$ cat src/rtl/ledseq_pkg.sv
// ledseq_pkg - shared definitions for the LED sequencer.
//   state_e    : controller states (IDLE, RUN, PEND)
//   MODE_*     : pattern select codes carried on the mode input
//   PERIOD_MIN : smallest step period the divider accepts
package ledseq_pkg;

  typedef enum logic [1:0] {
    ST_IDLE = 2'd0,
    ST_RUN  = 2'd1,
    ST_PEND = 2'd2
  } state_e;

  localparam logic [1:0] MODE_WL  = 2'b00;  // walk-left
  localparam logic [1:0] MODE_WR  = 2'b01;  // walk-right
  localparam logic [1:0] MODE_BNC = 2'b10;  // bounce
  localparam logic [1:0] MODE_BLK = 2'b11;  // blink-all

  localparam int PERIOD_MIN = 2;

endpackage

$ cat src/rtl/led_seq_ctrl_if.sv
// led_seq_ctrl_if - period reload handshake.
//   period_in   : requested step period in clk cycles
//   period_load : valid; held high by the requester until period_ack
//   period_ack  : one-cycle pulse, period_in has been captured
// Handshake: the requester raises period_load with period_in stable and keeps
// both unchanged until it sees period_ack high; it then drops period_load.
// A transfer completes in the cycle period_ack is high.
// Modports: master = requester, slave = led_seq_ctrl.
interface led_seq_ctrl_if #(
  parameter int DIV_W = 32
);
  logic [DIV_W-1:0] period_in;
  logic             period_load;
  logic             period_ack;

  modport master (output period_in, output period_load, input period_ack);
  modport slave  (input period_in, input period_load, output period_ack);
endinterface

$ cat src/rtl/led_seq_ctrl_tick_divider.sv
// tick_divider - shared step divider.
//   clk, rst : clock, asynchronous active-high reset
//   clear    : hold the counter at 0 and suppress wrap
//   period   : active period in clk cycles (>= 2)
//   wrap     : high in the cycle the counter sits at period-1; the counter
//              returns to 0 on the following edge
module tick_divider #(
  parameter int DIV_W = 32
) (
  input  logic             clk,
  input  logic             rst,
  input  logic             clear,
  input  logic [DIV_W-1:0] period,
  output logic             wrap
);

  logic [DIV_W-1:0] count_q, count_d;

  // >= rather than == so a count left above a shortened period still wraps.
  assign wrap = ~clear & (count_q >= (period - 1'b1));

  always_comb begin
    count_d = count_q + 1'b1;
    if (clear || wrap) count_d = '0;
  end

  always_ff @(posedge clk or posedge rst) begin
    if (rst) count_q <= '0;
    else     count_q <= count_d;
  end

endmodule

$ cat src/rtl/led_seq_ctrl.sv
// led_seq_ctrl - LED bank sequencer driven from one programmable divider.
//   clk, rst   : clock, asynchronous active-high reset
//   start      : pulse, begin sequencing (accepted in IDLE only)
//   stop       : pulse, halt and blank LEDs (wins over start)
//   mode       : pattern, sampled on accepted start (see ledseq_pkg)
//   prd        : period reload handshake (led_seq_ctrl_if.slave)
//   led        : LED drive, active-high
//   step_tick  : pulse in the cycle a new led value first shows
//   busy       : high in RUN and PEND
//   state_dbg  : current controller state
// Build option: define LEDSEQ_BOUNCE_EN to enable the bounce pattern; without
// it mode 10 runs walk-left and the direction flop is not built.
module led_seq_ctrl
  import ledseq_pkg::*;
#(
  parameter int NUM_LEDS = 8,
  parameter int PRESCALE = 20000000,
  parameter int DIV_W    = 32
) (
  input  logic                clk,
  input  logic                rst,
  input  logic                start,
  input  logic                stop,
  input  logic [1:0]          mode,
  led_seq_ctrl_if.slave       prd,
  output logic [NUM_LEDS-1:0] led,
  output logic                step_tick,
  output logic                busy,
  output logic [1:0]          state_dbg
);

  localparam logic [1:0] S_IDLE = ST_IDLE;
  localparam logic [1:0] S_RUN  = ST_RUN;
  localparam logic [1:0] S_PEND = ST_PEND;

  logic [1:0]          state_q, state_d;
  logic [NUM_LEDS-1:0] led_q, led_d;
  logic [1:0]          mode_q, mode_d;
  logic [DIV_W-1:0]    period_q, period_d;
  logic                ack_q, ack_d;
  logic                tick_q, tick_d;

  logic                div_clear, wrap;
  logic                start_go, load_req;
  logic [DIV_W-1:0]    period_clamped;
  logic [NUM_LEDS-1:0] one_lsb, one_msb;
  logic [NUM_LEDS-1:0] init_led, step_led;

  assign one_lsb = NUM_LEDS'(1);
  assign one_msb = one_lsb << (NUM_LEDS - 1);

  assign start_go = start & ~stop & (state_q == S_IDLE);
  // ack_q masks the request in the cycle it is acknowledged, because the
  // requester only drops period_load after it has seen the ack.
  assign load_req = prd.period_load & ~ack_q;
  assign period_clamped = (prd.period_in < DIV_W'(PERIOD_MIN)) ?
                          DIV_W'(PERIOD_MIN) : prd.period_in;
  // Clearing on stop keeps a coincident wrap from producing a step.
  assign div_clear = (state_q == S_IDLE) | stop;

  tick_divider #(.DIV_W(DIV_W)) u_div (
    .clk    (clk),
    .rst    (rst),
    .clear  (div_clear),
    .period (period_q),
    .wrap   (wrap)
  );

  always_comb begin
    init_led = one_lsb;
    case (mode)
      MODE_WR:  init_led = one_msb;
      MODE_BLK: init_led = '1;
      default:  init_led = one_lsb;
    endcase
  end

`ifdef LEDSEQ_BOUNCE_EN
  logic dir_q, dir_d, step_dir;  // 1 = moving toward MSB
`endif

  always_comb begin
    step_led = {led_q[NUM_LEDS-2:0], led_q[NUM_LEDS-1]};
`ifdef LEDSEQ_BOUNCE_EN
    step_dir = dir_q;
`endif
    case (mode_q)
      MODE_WR:  step_led = {led_q[0], led_q[NUM_LEDS-1:1]};
      MODE_BLK: step_led = ~led_q;
`ifdef LEDSEQ_BOUNCE_EN
      // Turn around at either end without repeating the end position.
      MODE_BNC: begin
        if (dir_q) begin
          if (led_q[NUM_LEDS-1]) begin
            step_led = led_q >> 1;
            step_dir = 1'b0;
          end else begin
            step_led = led_q << 1;
          end
        end else begin
          if (led_q[0]) begin
            step_led = led_q << 1;
            step_dir = 1'b1;
          end else begin
            step_led = led_q >> 1;
          end
        end
      end
`endif
      default: step_led = {led_q[NUM_LEDS-2:0], led_q[NUM_LEDS-1]};
    endcase
  end

  always_comb begin
    state_d  = state_q;
    led_d    = led_q;
    mode_d   = mode_q;
    period_d = period_q;
    ack_d    = 1'b0;
    tick_d   = 1'b0;
`ifdef LEDSEQ_BOUNCE_EN
    dir_d    = dir_q;
`endif
    case (state_q)
      S_IDLE: begin
        if (start_go) begin
          state_d = S_RUN;
          mode_d  = mode;
          led_d   = init_led;
`ifdef LEDSEQ_BOUNCE_EN
          dir_d   = 1'b1;
`endif
        end else if (load_req) begin
          period_d = period_clamped;
          ack_d    = 1'b1;
        end
      end
      S_RUN, S_PEND: begin
        if (stop) begin
          state_d = S_IDLE;
          led_d   = '0;
        end else begin
          if (wrap) begin
            led_d  = step_led;
            tick_d = 1'b1;
`ifdef LEDSEQ_BOUNCE_EN
            dir_d  = step_dir;
`endif
            // The reload takes effect at the wrap that ends the old interval.
            if (state_q == S_PEND) begin
              period_d = period_clamped;
              ack_d    = 1'b1;
              state_d  = S_RUN;
            end
          end
          if (state_q == S_RUN && load_req) state_d = S_PEND;
        end
      end
      default: begin
        state_d = S_IDLE;
        led_d   = '0;
      end
    endcase
  end

  always_ff @(posedge clk or posedge rst) begin
    if (rst) begin
      state_q  <= S_IDLE;
      led_q    <= '0;
      mode_q   <= MODE_WL;
      period_q <= DIV_W'(PRESCALE);
      ack_q    <= 1'b0;
      tick_q   <= 1'b0;
    end else begin
      state_q  <= state_d;
      led_q    <= led_d;
      mode_q   <= mode_d;
      period_q <= period_d;
      ack_q    <= ack_d;
      tick_q   <= tick_d;
    end
  end

`ifdef LEDSEQ_BOUNCE_EN
  always_ff @(posedge clk or posedge rst) begin
    if (rst) dir_q <= 1'b1;
    else     dir_q <= dir_d;
  end
`endif

  assign led            = led_q;
  assign step_tick      = tick_q;
  assign busy           = (state_q != S_IDLE);
  assign state_dbg      = state_q;
  assign prd.period_ack = ack_q;

endmodule
$ cat src/flat_wrapper.sv
// flat-port wrapper written by rule: the top's interface ports become plain ports
module led_seq_ctrl_flat import ledseq_pkg::*;
#(
  parameter int NUM_LEDS = 8,
  parameter int PRESCALE = 20000000,
  parameter int DIV_W    = 32
)
  (clk, rst, start, stop, mode, led, step_tick, busy, state_dbg, prd_period_in, prd_period_load, prd_period_ack);
  led_seq_ctrl_if #(.DIV_W(DIV_W)) prd_i ();
  input  logic clk;
  input  logic rst;
  input  logic start;
  input  logic stop;
  input  logic [1:0] mode;
  output logic [NUM_LEDS-1:0] led;
  output logic step_tick;
  output logic busy;
  output logic [1:0] state_dbg;
  input wire logic [$bits(prd_i.period_in)-1:0] prd_period_in;
  input wire logic [$bits(prd_i.period_load)-1:0] prd_period_load;
  output wire logic [$bits(prd_i.period_ack)-1:0] prd_period_ack;
  assign prd_i.period_in = prd_period_in;
  assign prd_i.period_load = prd_period_load;
  assign prd_period_ack = prd_i.period_ack;
  led_seq_ctrl #(.NUM_LEDS(NUM_LEDS), .PRESCALE(PRESCALE), .DIV_W(DIV_W)) u_core (.clk(clk), .rst(rst), .start(start), .stop(stop), .mode(mode), .prd(prd_i), .led(led), .step_tick(step_tick), .busy(busy), .state_dbg(state_dbg));
endmodule
$ cat config.mk
export PLATFORM = sky130hd
export DESIGN_NAME = led_seq_ctrl_flat
export DESIGN_NICKNAME = d
export VERILOG_FILES = /design/src/rtl/ledseq_pkg.sv /design/src/rtl/led_seq_ctrl_if.sv /design/src/rtl/led_seq_ctrl_tick_divider.sv /design/src/rtl/led_seq_ctrl.sv /design/src/flat_wrapper.sv
export SDC_FILE = /design/constraint.sdc
export NUM_CORES = 1
export LEC_CHECK = 0
export ABC_AREA = 1
export BUFFER_PORTS_ARGS = -buffer_cell sky130_fd_sc_hd__buf_2
export CAP_MARGIN = 5
export CORE_MARGIN = 2
export CORE_UTILIZATION = 40
export CTS_CLUSTER_DIAMETER = 200
export CTS_CLUSTER_SIZE = 25
export DETAILED_ROUTE_END_ITERATION = 6
export GPL_TIMING_DRIVEN = 0
export PLACE_DENSITY_LB_ADDON = 0.2
export SLEW_MARGIN = 30
export SYNTH_ARGS = -nofsm -noshare
export SYNTH_HDL_FRONTEND = slang
export SYNTH_SLANG_ARGS = --single-unit
$ cat constraint.sdc
create_clock -name clk -period 2.8 [get_ports clk]
set_input_delay 0.56 -clock clk [delete_from_list [all_inputs] [get_ports clk]]
set_output_delay 0.56 -clock clk [all_outputs]
set_load 0.05 [all_outputs]
==> flow_summary_export.csv, run 1 <==
group,metric,value,unit
global_routing,grt_pass1_vias,5169,
worst_setup_path,cp_data_arrival_time,3510,ps
sta,rsz0062_at_grt,"true",
synthesis,synth_common_cells,"nand2_1, nor2_1, dfrtp_1",
cells_and_area,drive_above_1_share,34.2,%
worst_setup_path,start_kind,"register",
synthesis,synth-seq-cells,78,
clock_tree,cts_sinks,78,
route,first_iter_violations,201,
synthesis,yosysSeqAreaShare,35.8,%
sta,max_freq,0.306,GHz
die,die_w,121,um
route,avgViaCountPerCell,5.12,
clock_tree,cts.htree.levels,3,
clock_tree,holdBufCountCts,0,
sta,final.setup.worst_slack,-472,ps
sta,setup_violations,76,
sta,hold_viol,0,
synthesis,syn_area,0.00548,mm2
synthesis,yosysTopAreaCellShare,32.0,%
synthesis,async_flop_share,100,%
route,detail_route.wl_per_cell,14.8,um
sta,fin_tns_setup,-30110,ps
sta,worst_slew_margin_rel,41.2,%
synthesis,synth_cells,729,
synthesis,synth_top_area_cell,"dfrtp_1",
sta,finalCritPeriodShare,117,%
worst_setup_path,crit_required,3040,ps
power_and_ir_drop,p_leak,3.38,nW
cells_and_area,diodes,0,
global_routing,grt_use_total,21.4,%
route,antenna_violating_nets_post_route,0,
cells_and_area,layoutNonFillerInstCount,1022,
power_and_ir_drop,p_per_area,955,mW/mm2
sta,whs,218,ps
synthesis,ys_warn_count,0,
cells_and_area,syn_to_final_growth,33.1,%
sta,min_period,3270,ps
placed_design,port_buffers,51,
global_routing,grt_max_degree,44,
placed_design,gp_congestion,0.891,
hold_path,hold_path.class,"input pin to async pin",
clock_tree,clock_path_buffers,2,
synthesis,synth_fp_nets,806,
clock_tree,path_clk_slew,60,ps
placed_design,dp_hpwl,11000,um
die,dieArea,0.0147,mm2
route,vias,5231,
placed_design,dp_cells,957,
die,core_area,0.0133,mm2
power_and_ir_drop,finalPower,0.00697,W
worst_setup_path,worstSetupPathType,"register to register",
die,start_util,41.2,%
status,outcome,"finished, violations left",
sta,fin_skew,4.35,ps
die,die_h,121,um
die,ioPinCount,52,
die,row_count,42,
run,maxCapViolCount,0,
clock_tree,cts_buffers,9,
clock_tree,clock_latency,350,ps
synthesis,ys_types,38,
global_routing,antenna_found_initial,0,
synthesis,synth_ff_type,"dfrtp_1",
route,drt-pass1-iter-count,4,
route,wl,15100,um
cells_and_area,num-fill-cells,1228,
worst_setup_path,cp-end-kind,"register",
global_routing,grt_pass1_wl,24700,um
worst_setup_path,critPathMaxFanout,7,
cells_and_area,nets,918,
synthesis,synth.most_common_cell,"nand2_1",
power_and_ir_drop,ir_worst_vdd,774,uV
status,violations,"negative setup slack",
synthesis,synthTopCellsByArea,"dfrtp_1, nand2_1, ha_1",
sta,tightest_slew,873,ps
global_routing,overflow,0,
synthesis,synth_edf_count,0,
route,drc_errors,0,
placed_design,pre_cts_slack,-617,ps
clock_tree,root_buffer,"clkbuf_16",
clock_tree,cts_tree,"yes",
sta,slew_violations,0,
synthesis,syn_avg_cell_area,7.52,um2
[metal layers]
metal	wire [um]	share of wire (%)	track usage [%]
met1	6590	44	26.8
met2	7590	50	36.6
met3	434	2.9	2.73
met4	516	3.4	9.81
met5	0	0	0
[report_power, final]
group	total [W]	internal [W]	switching (W)
Clock	0.00112	0.000646	0.000478
Combinational	0.00392	0.00156	0.00236
Sequential	0.00192	0.00149	0.000438
Total	0.00697	0.00369	0.00327
[final timing paths]
path | start | slack (ps) | depth (start not counted) | end
worst max-delay path | u_core.period_q[1] | -470 | 24 | u_core.period_q[23]
worst min-delay path | rst | 220 | 2 | u_core.led[2]
worst max register to register | u_core.period_q[1] | -470 | 24 | u_core.period_q[23]
worst min register to register | u_core.period_q[11] | 480 | 2 | u_core.period_q[11]
max in group asynchronous | rst | 1980 | 3 | u_core.period_q[20]
min in group clk | prd_period_in[24] | 440 | 3 | u_core.period_q[24]
[area by class of cell]
cell class                      instances  area, um2  share of cell area (%)
Sequential cell                        78       1960                    26.9
Tap cell                              176        220                    3.02
Multi-Input combinational cell        566       3730                    51.1
Clock buffer                           11        253                    3.47
Clock inverter                          5       33.8                   0.463
Inverter                               73        282                    3.86
Buffer                                 14        134                    1.84
Timing Repair Buffer                   99        682                    9.35
[cell usage in the layout, fill, tap and decap left out, types with 10 or more instances in the layout]
cell type / Yosys / layout
buf_6: 0 / 14
buf_4: 1 / 36
xnor2_1: 16 / 16
dfrtp_1: 70 / 70
inv_2: 8 / 10
nand3_1: 57 / 50
a21oi_1: 32 / 26
nand2_2: 10 / 60
xor2_1: 32 / 32
nand4_1: 13 / 13
nor2_1: 89 / 68
ha_1: 38 / 35
nor2_2: 5 / 19
nor4_1: 10 / 10
nor2_4: 6 / 13
inv_1: 65 / 61
buf_2: 6 / 52
nand2_1: 192 / 130
nor3_1: 23 / 18
[what timing repair did]
action | 4_1_cts | 5_1_grt
cloned | 7 | 1
setup endpoints to repair | 76 | 76
pin swaps | 21 | 27
setup buffers | 28 | 15
gates resized for setup | 65 | 91
[logic make-up after synthesis]
family / synth area share (%)
xor gates and xnor gates: 7.67
AOI/OAI and AO/OA: 5.80
and+or+nand+nor: 35.9
buffers and inverters: 6.16
adders and majority gates: 8.68
DFF: 35.8
[flip-flops by register name, summed over array words and instances (netlist names)]
register / count
u_core.step_tick: 1
u_core.state_dbg: 2
u_core.mode_q: 2
u_core.period_q: 32
u_core.u_div.count_q: 32
u_core.led: 8
u_core.prd.period_ack: 1
[metrics by stage]
| stage | util, % | area (um2) |
|---|---|---|
| after CTS | 51.6 | 6870 |
| final | 54.8 | 7290 |
| after detailed placement | 45.6 | 6060 |
| after floorplan | - | 5560 |
| after global placement | 45.4 | 6040 |
| after global routing | 54.8 | 7290 |
[worst max-delay path, cell delays in order (launching register included)]
cell,delay [ps]
dfrtp_1,400
buf_6,130
inv_4,40
ha_4,130
nand2_4,50
inv_2,70
nand2_4,70
nor4_4,350
nand3_2,150
nor2_4,140
buf_4,110
xnor2_1,60
ha_1,290
nand2_1,60
nor2_1,140
nand2_2,90
nor2_2,90
nand2_2,80
nand2_4,100
nand2_8,70
nand2_8,160
nand2_8,90
buf_6,170
nand2_2,50
nand2_1,50
No activity file was read; power rests on OpenSTA's default activity.
==> inputs of run 2 (changes only) <==
--- a/config.mk
+++ b/config.mk
@@ -10,6 +10,7 @@
 export CAP_MARGIN = 5
 export CORE_MARGIN = 2
 export CORE_UTILIZATION = 40
+export CTS_BUF_LIST = sky130_fd_sc_hd__clkbuf_8
 export CTS_CLUSTER_DIAMETER = 200
 export CTS_CLUSTER_SIZE = 25
 export DETAILED_ROUTE_END_ITERATION = 6
==> run 2 against run 1 <==
Worst hold slack got worse by 24 ps. Highest routed layer unchanged. First-iteration DRC count fell by 7.0%. Clock power fell by 28%. The flow still finishes with violations (negative setup slack). Sequential power barely moved. Global-route usage fell by 0.26 points. Setup slack improved by 86 ps.
==> flow_summary_export.csv, run 2 (same netlist as run 1, synthesis figures left out) <==
group,metric,value,unit
worst_setup_path,cp_data_arrival_time,3440,ps
worst_setup_path,crit_required,3060,ps
global_routing,overflow,0,
hold_path,hold_path.class,"input pin to async pin",
run,maxCapViolCount,0,
route,drc_errors,0,
cells_and_area,final_area,0.00720,mm2
sta,max_freq,0.314,GHz
route,first_iter_violations,187,
worst_setup_path,r2r_slack,-390,ps
die,row_count,42,
clock_tree,clock_latency,370,ps
route,wl,15000,um
cells_and_area,layoutNonFillerInstCount,1019,
die,ioPinCount,52,
die,core_area,0.0133,mm2
worst_setup_path,r2r-start,"u_core.period_q[6]",
clock_tree,cts_sinks,78,
worst_setup_path,crit_path_end,"u_core.period_q[26]",
power_and_ir_drop,ir_worst_vdd,617,uV
global_routing,antenna_found_initial,0,
worst_setup_path,crit_start,"u_core.period_q[6]",
worst_setup_path,reg2reg_depth,23,
route,avgViaCountPerCell,5.11,
placed_design,dp_cells,957,
power_and_ir_drop,p_per_area,901,mW/mm2
sta,fin_tns_setup,-24000,ps
cells_and_area,nets,915,
die,die_h,121,um
sta,setup_violations,76,
clock_tree,root_buffer,"clkbuf_8",
global_routing,grt_max_degree,44,
die,start_util,41.2,%
clock_tree,cts_tree,"yes",
clock_tree,path_clk_slew,80,ps
cells_and_area,diodes,0,
placed_design,placed_area,0.00606,mm2
cells_and_area,syn_to_final_growth,31.4,%
die,dieArea,0.0147,mm2
sta,min_period,3190,ps
clock_tree,cts_buffers,9,
sta,tightest_slew,952,ps
worst_setup_path,worstSetupPathType,"register to register",
cells_and_area,layout_common_cells,"nand2_1, dfrtp_1, nor2_1",
cells_and_area,final_common_cell,"nand2_1",
worst_setup_path,start_kind,"register",
sta,worst_slew_margin_rel,36.4,%
sta,slew_violations,0,
placed_design,gp_congestion,0.891,
sta,rsz0062_at_grt,"true",
sta,finalCritPeriodShare,114,%
worst_setup_path,reg2reg_to,"u_core.period_q[26]",
sta,hold_viol,0,
clock_tree,holdBufCountCts,0,
route,vias,5208,
status,outcome,"finished, violations left",
cells_and_area,drive_above_1_share,32.7,%
global_routing,grt_use_total,21.2,%
status,violations,"negative setup slack",
route,detail_route.wl_per_cell,14.7,um
global_routing,grt_pass1_wl,24500,um
worst_setup_path,critPathMaxFanout,6,
clock_tree,cts.htree.levels,3,
placed_design,port_buffers,51,
route,drt-pass1-iter-count,4,
sta,final.setup.worst_slack,-385,ps
route,antenna_violating_nets_post_route,0,
clock_tree,clock_path_buffers,2,
placed_design,dp_hpwl,11000,um
global_routing,grt_pass1_vias,5129,
worst_setup_path,cp-end-kind,"register",
sta,fin_skew,3.45,ps
power_and_ir_drop,p_leak,3.31,nW
die,die_w,121,um
## run 2: cell types whose count changed in the layout (fill, tap and decap cells not counted), moves of 3 or more
cell / delta
clkbuf_16: -9
nor2_2: -7
nand2_2: -9
nand2_1: +11
nor2_4: +12
nor3_4: +3
buf_4: -3
clkbuf_8: +7
nor2_1: -5
## run 2: area by class of cell
type                    instances  area [um2]
inverters                      73         279
well taps                     176         220
clock buffers                  11         151
multi-input cells             566        3750
plain buffers                  14         129
clock inverters                 5        33.8
fillers                      1223        6090
flip-flops and latches         78        1960
repair buffers                 96         676
## run 2: what timing repair did
item | CTS | global route
cloned | 7 | 1
setup endpoints to repair | 76 | 76
pin swaps | 20 | 24
endpoints found under the hold margin | 0 | 0
setup buffers | 27 | 12
gates resized for setup | 55 | 106
## run 2: report_power, final
group          total, W  switching, W  leakage (nW)  internal, W
logic           0.00377       0.00230          2.21      0.00147
clock network  0.000804      0.000436        0.0913     0.000368
registers       0.00191      0.000430          1.01      0.00148
## run 2: critical path, cell delays in order (launching register included)
cell and delay (ps):
dfrtp_1 400, nor2_1 130, nand2_1 110, nor2_4 150
nand2_4 70, nor2_4 140, nand2_4 90, nor2_4 110
nand3_2 80, buf_4 140, xor2_1 150, ha_1 310
nand2_1 70, nor2_1 130, nand2_2 80, nor2_2 120
nand2_2 80, nand2_4 110, nand2_8 70, nand2_8 150
nand2_8 90, buf_6 180, nand2_1 50, nand2_1 50
## run 2: worst min-delay path by stage
stage / to / start / depth (start not counted) / slack [ps]
after CTS: u_core.led[2] / rst / 2 / 190
after global placement: u_core.period_q[10] / u_core.period_q[10] / 2 / 470
final: u_core.led[7] / rst / 2 / 190
after floorplan: u_core.period_q[11] / u_core.period_q[11] / 2 / 460
after global routing: u_core.led[7] / rst / 2 / 210
after detailed placement: u_core.period_q[13] / u_core.period_q[13] / 2 / 480
## run 2: per-stage QoR
stage                     hold WS (ps)  util (%)  worst slack, ps  power [W]
after floorplan                    456         -             -124    0.00406
after global placement             473      45.4             -753    0.00467
after detailed placement           476      45.6             -617    0.00475
after CTS                          192      50.6             -369    0.00612
after global routing               211      54.2             -593    0.00704
final                              194      54.2             -385    0.00649
## run 2: layer usage
layer	share of wire, %	track usage [%]	vias up
met5	0	0	-
met4	2.8	9.01	0
met3	3.4	2.35	30
met2	50	36.2	110
met1	44	27.0	2462
li1	-	-	2606
==> inputs of run 3 (changes only) <==
==> constraint.sdc (replaced) <==
create_clock -name clk -period 2.69 [get_ports clk]
set_input_delay 0.538 -clock clk [delete_from_list [all_inputs] [get_ports clk]]
set_output_delay 0.538 -clock clk [all_outputs]
set_load 0.05 [all_outputs]
==> run 3 against run 2 <==
Highest routed layer unchanged. Sequential cell count unchanged. The flow still finishes with violations (negative setup slack). Largest cell class unchanged. Count of clock-buffer cells in the layout is 1 lower. Sequential share of layout area is 0.12 points higher.
==> flow_summary_export.csv, run 3 (same netlist as run 1, synthesis figures left out) <==
group,metric,value,unit
status,outcome,"finished, violations left",
status,violations,"negative setup slack",
sta,hold_viol,0,
sta,slew_violations,0,
global_routing,overflow,0,
sta,tightest_slew,847,ps
route,dr.max_layer_used,"met4",
worst_setup_path,reg2reg_depth,21,
global_routing,grt_max_degree,65,
sta,fin_skew,15.4,ps
route,dr_wl_met2,7490,um
worst_setup_path,cp_data_arrival_time,3440,ps
power_and_ir_drop,p_per_area,971,mW/mm2
clock_tree,cts_sinks,78,
global_routing,grt_pass1_vias,5316,
clock_tree,clock_latency,370,ps
global_routing,grt_use_total,21.7,%
cells_and_area,layoutNonFillerInstCount,1020,
route,avgViaCountPerCell,5.16,
route,drc_errors,0,
cells_and_area,layout_common_cells,"nand2_1, dfrtp_1, nor2_1",
run,maxCapViolCount,0,
clock_tree,cts.htree.levels,3,
route,drt-met1-wl,6770,um
worst_setup_path,worstSetupPathType,"register to register",
power_and_ir_drop,ir_worst_vdd,633,uV
cells_and_area,diodes,0,
sta,min_period,3180,ps
route,first_iter_violations,277,
die,die_w,121,um
route,antenna_violating_nets_post_route,0,
power_and_ir_drop,p_leak,3.39,nW
worst_setup_path,crit_required,2950,ps
worst_setup_path,cp-end-kind,"register",
cells_and_area,drive_above_1_share,30.8,%
worst_setup_path,r2r-start,"u_core.period_q[3]",
sta,finalCritPeriodShare,118,%
clock_tree,cts_tree,"yes",
route,wl,15200,um
worst_setup_path,r2r_slack,-490,ps
clock_tree,clock_path_buffers,2,
cells_and_area,nets,916,
cells_and_area,fin_util,53.9,%
global_routing,grt_pass1_wl,25300,um
cells_and_area,syn_to_final_growth,30.8,%
cells_and_area,num-fill-cells,1233,
sta,whs,71.8,ps
die,core_area,0.0133,mm2
clock_tree,path_clk_slew,90,ps
sta,fin_tns_setup,-33980,ps
clock_tree,cts_buffers,9,
placed_design,gp_congestion,0.890,
hold_path,hold_path.class,"input pin to async pin",
worst_setup_path,start_kind,"register",
worst_setup_path,critPathMaxFanout,8,
placed_design,port_buffers,51,
route,drt-pass1-iter-count,5,
die,start_util,41.2,%
cells_and_area,final_common_cell,"nand2_1",
sta,rsz0062_at_grt,"true",
route,dr_wl_met3,552,um
clock_tree,root_buffer,"clkbuf_8",
worst_setup_path,reg2reg_to,"u_core.u_div.count_q[7]",
die,row_count,42,
placed_design,dp_cells,957,
global_routing,antenna_found_initial,0,
sta,worst_slew_margin_rel,43.4,%
sta,max_freq,0.314,GHz
placed_design,dp_hpwl,10900,um
die,ioPinCount,52,
sta,setup_violations,76,
route,vias,5262,
die,die_h,121,um
die,dieArea,0.0147,mm2
placed_design,pre_cts_slack,-750,ps
route,detail_route.wl_per_cell,14.9,um
sta,final.setup.worst_slack,-493,ps
run 3: changes by cell type in the layout (fill, tap and decap cells not counted), sizes merged:
cell / change
buf: -2
bufinv: +2
clkbuf: +2
clkinv: -1
clkinvlp: -2
inv: +2
run 3: timing repair:
| item | 4_1_cts | 5_1_grt |
|---|---|---|
| setup buffers | 37 | 4 |
| hold buffers | 0 | 0 |
| setup endpoints to repair | 76 | 76 |
| resized for setup | 103 | 22 |
| pin swaps | 43 | 6 |
| cloned | 6 | 2 |
run 3: area by class of cell:
class	instances	area (um2)	share of cell area, %
Buffer	14	139	1.94
Clock buffer	10	138	1.92
Clock inverter	6	91.3	1.27
Inverter	73	279	3.89
Multi-Input combinational cell	566	3630	50.7
Sequential cell	78	1960	27.4
Tap cell	176	220	3.07
Timing Repair Buffer	97	709	9.89
run 3: per-stage QoR:
step                area, um2  power [W]
floorplan                5570    0.00423
finish                   7170    0.00696
detailed placement       6080    0.00497
global route             7170    0.00753
global placement         6040    0.00487
CTS                      7040    0.00677
run 3: per-layer routing:
layer / track usage, % / vias to the layer above
li1: - / 2607
met1: 27.5 / 2514
met2: 37.4 / 117
met3: 2.96 / 24
met4: 8.58 / 0
met5: 0 / -
run 3: how the worst max path moves through the flow:
stage | start | to | cells past startpoint
2_1_floorplan | u_core.period_q[0] | u_core.period_q[15] | 23
3_3_place_gp | rst | u_core.u_div.count_q[31] | 2
3_5_place_dp | u_core.period_q[0] | u_core.led[2] | 22
4_1_cts | u_core.period_q[2] | u_core.period_q[15] | 24
5_1_grt | u_core.period_q[3] | u_core.period_q[29] | 23
6_report | u_core.period_q[3] | u_core.u_div.count_q[7] | 21
run 3: report_power, final:
part	internal (W)	total [W]	switching (W)	leakage [nW]
Combinational	0.00158	0.00396	0.00238	2.26
Clock	0.000555	0.00103	0.000477	0.117
Sequential	0.00154	0.00197	0.000426	1.01
Total	0.00368	0.00696	0.00328	3.39
run 3: worst max-delay path: stages (launching register included):
cell       delay (ps)
dfrtp_1           400
nor2_2            150
nand2_2            80
nor2_4            140
nand2_4            70
nor2_4            140
nand2_4            90
nor2_4            100
nand3_2            80
buf_4             140
xor2_1            140
ha_1              300
nand2_1            70
nor2_1            190
nand2_4            90
nor2_4            110
nand2_2            90
buf_6             120
buf_6             110
nand3_4           190
clkbuf_16         210
nor2_2             40
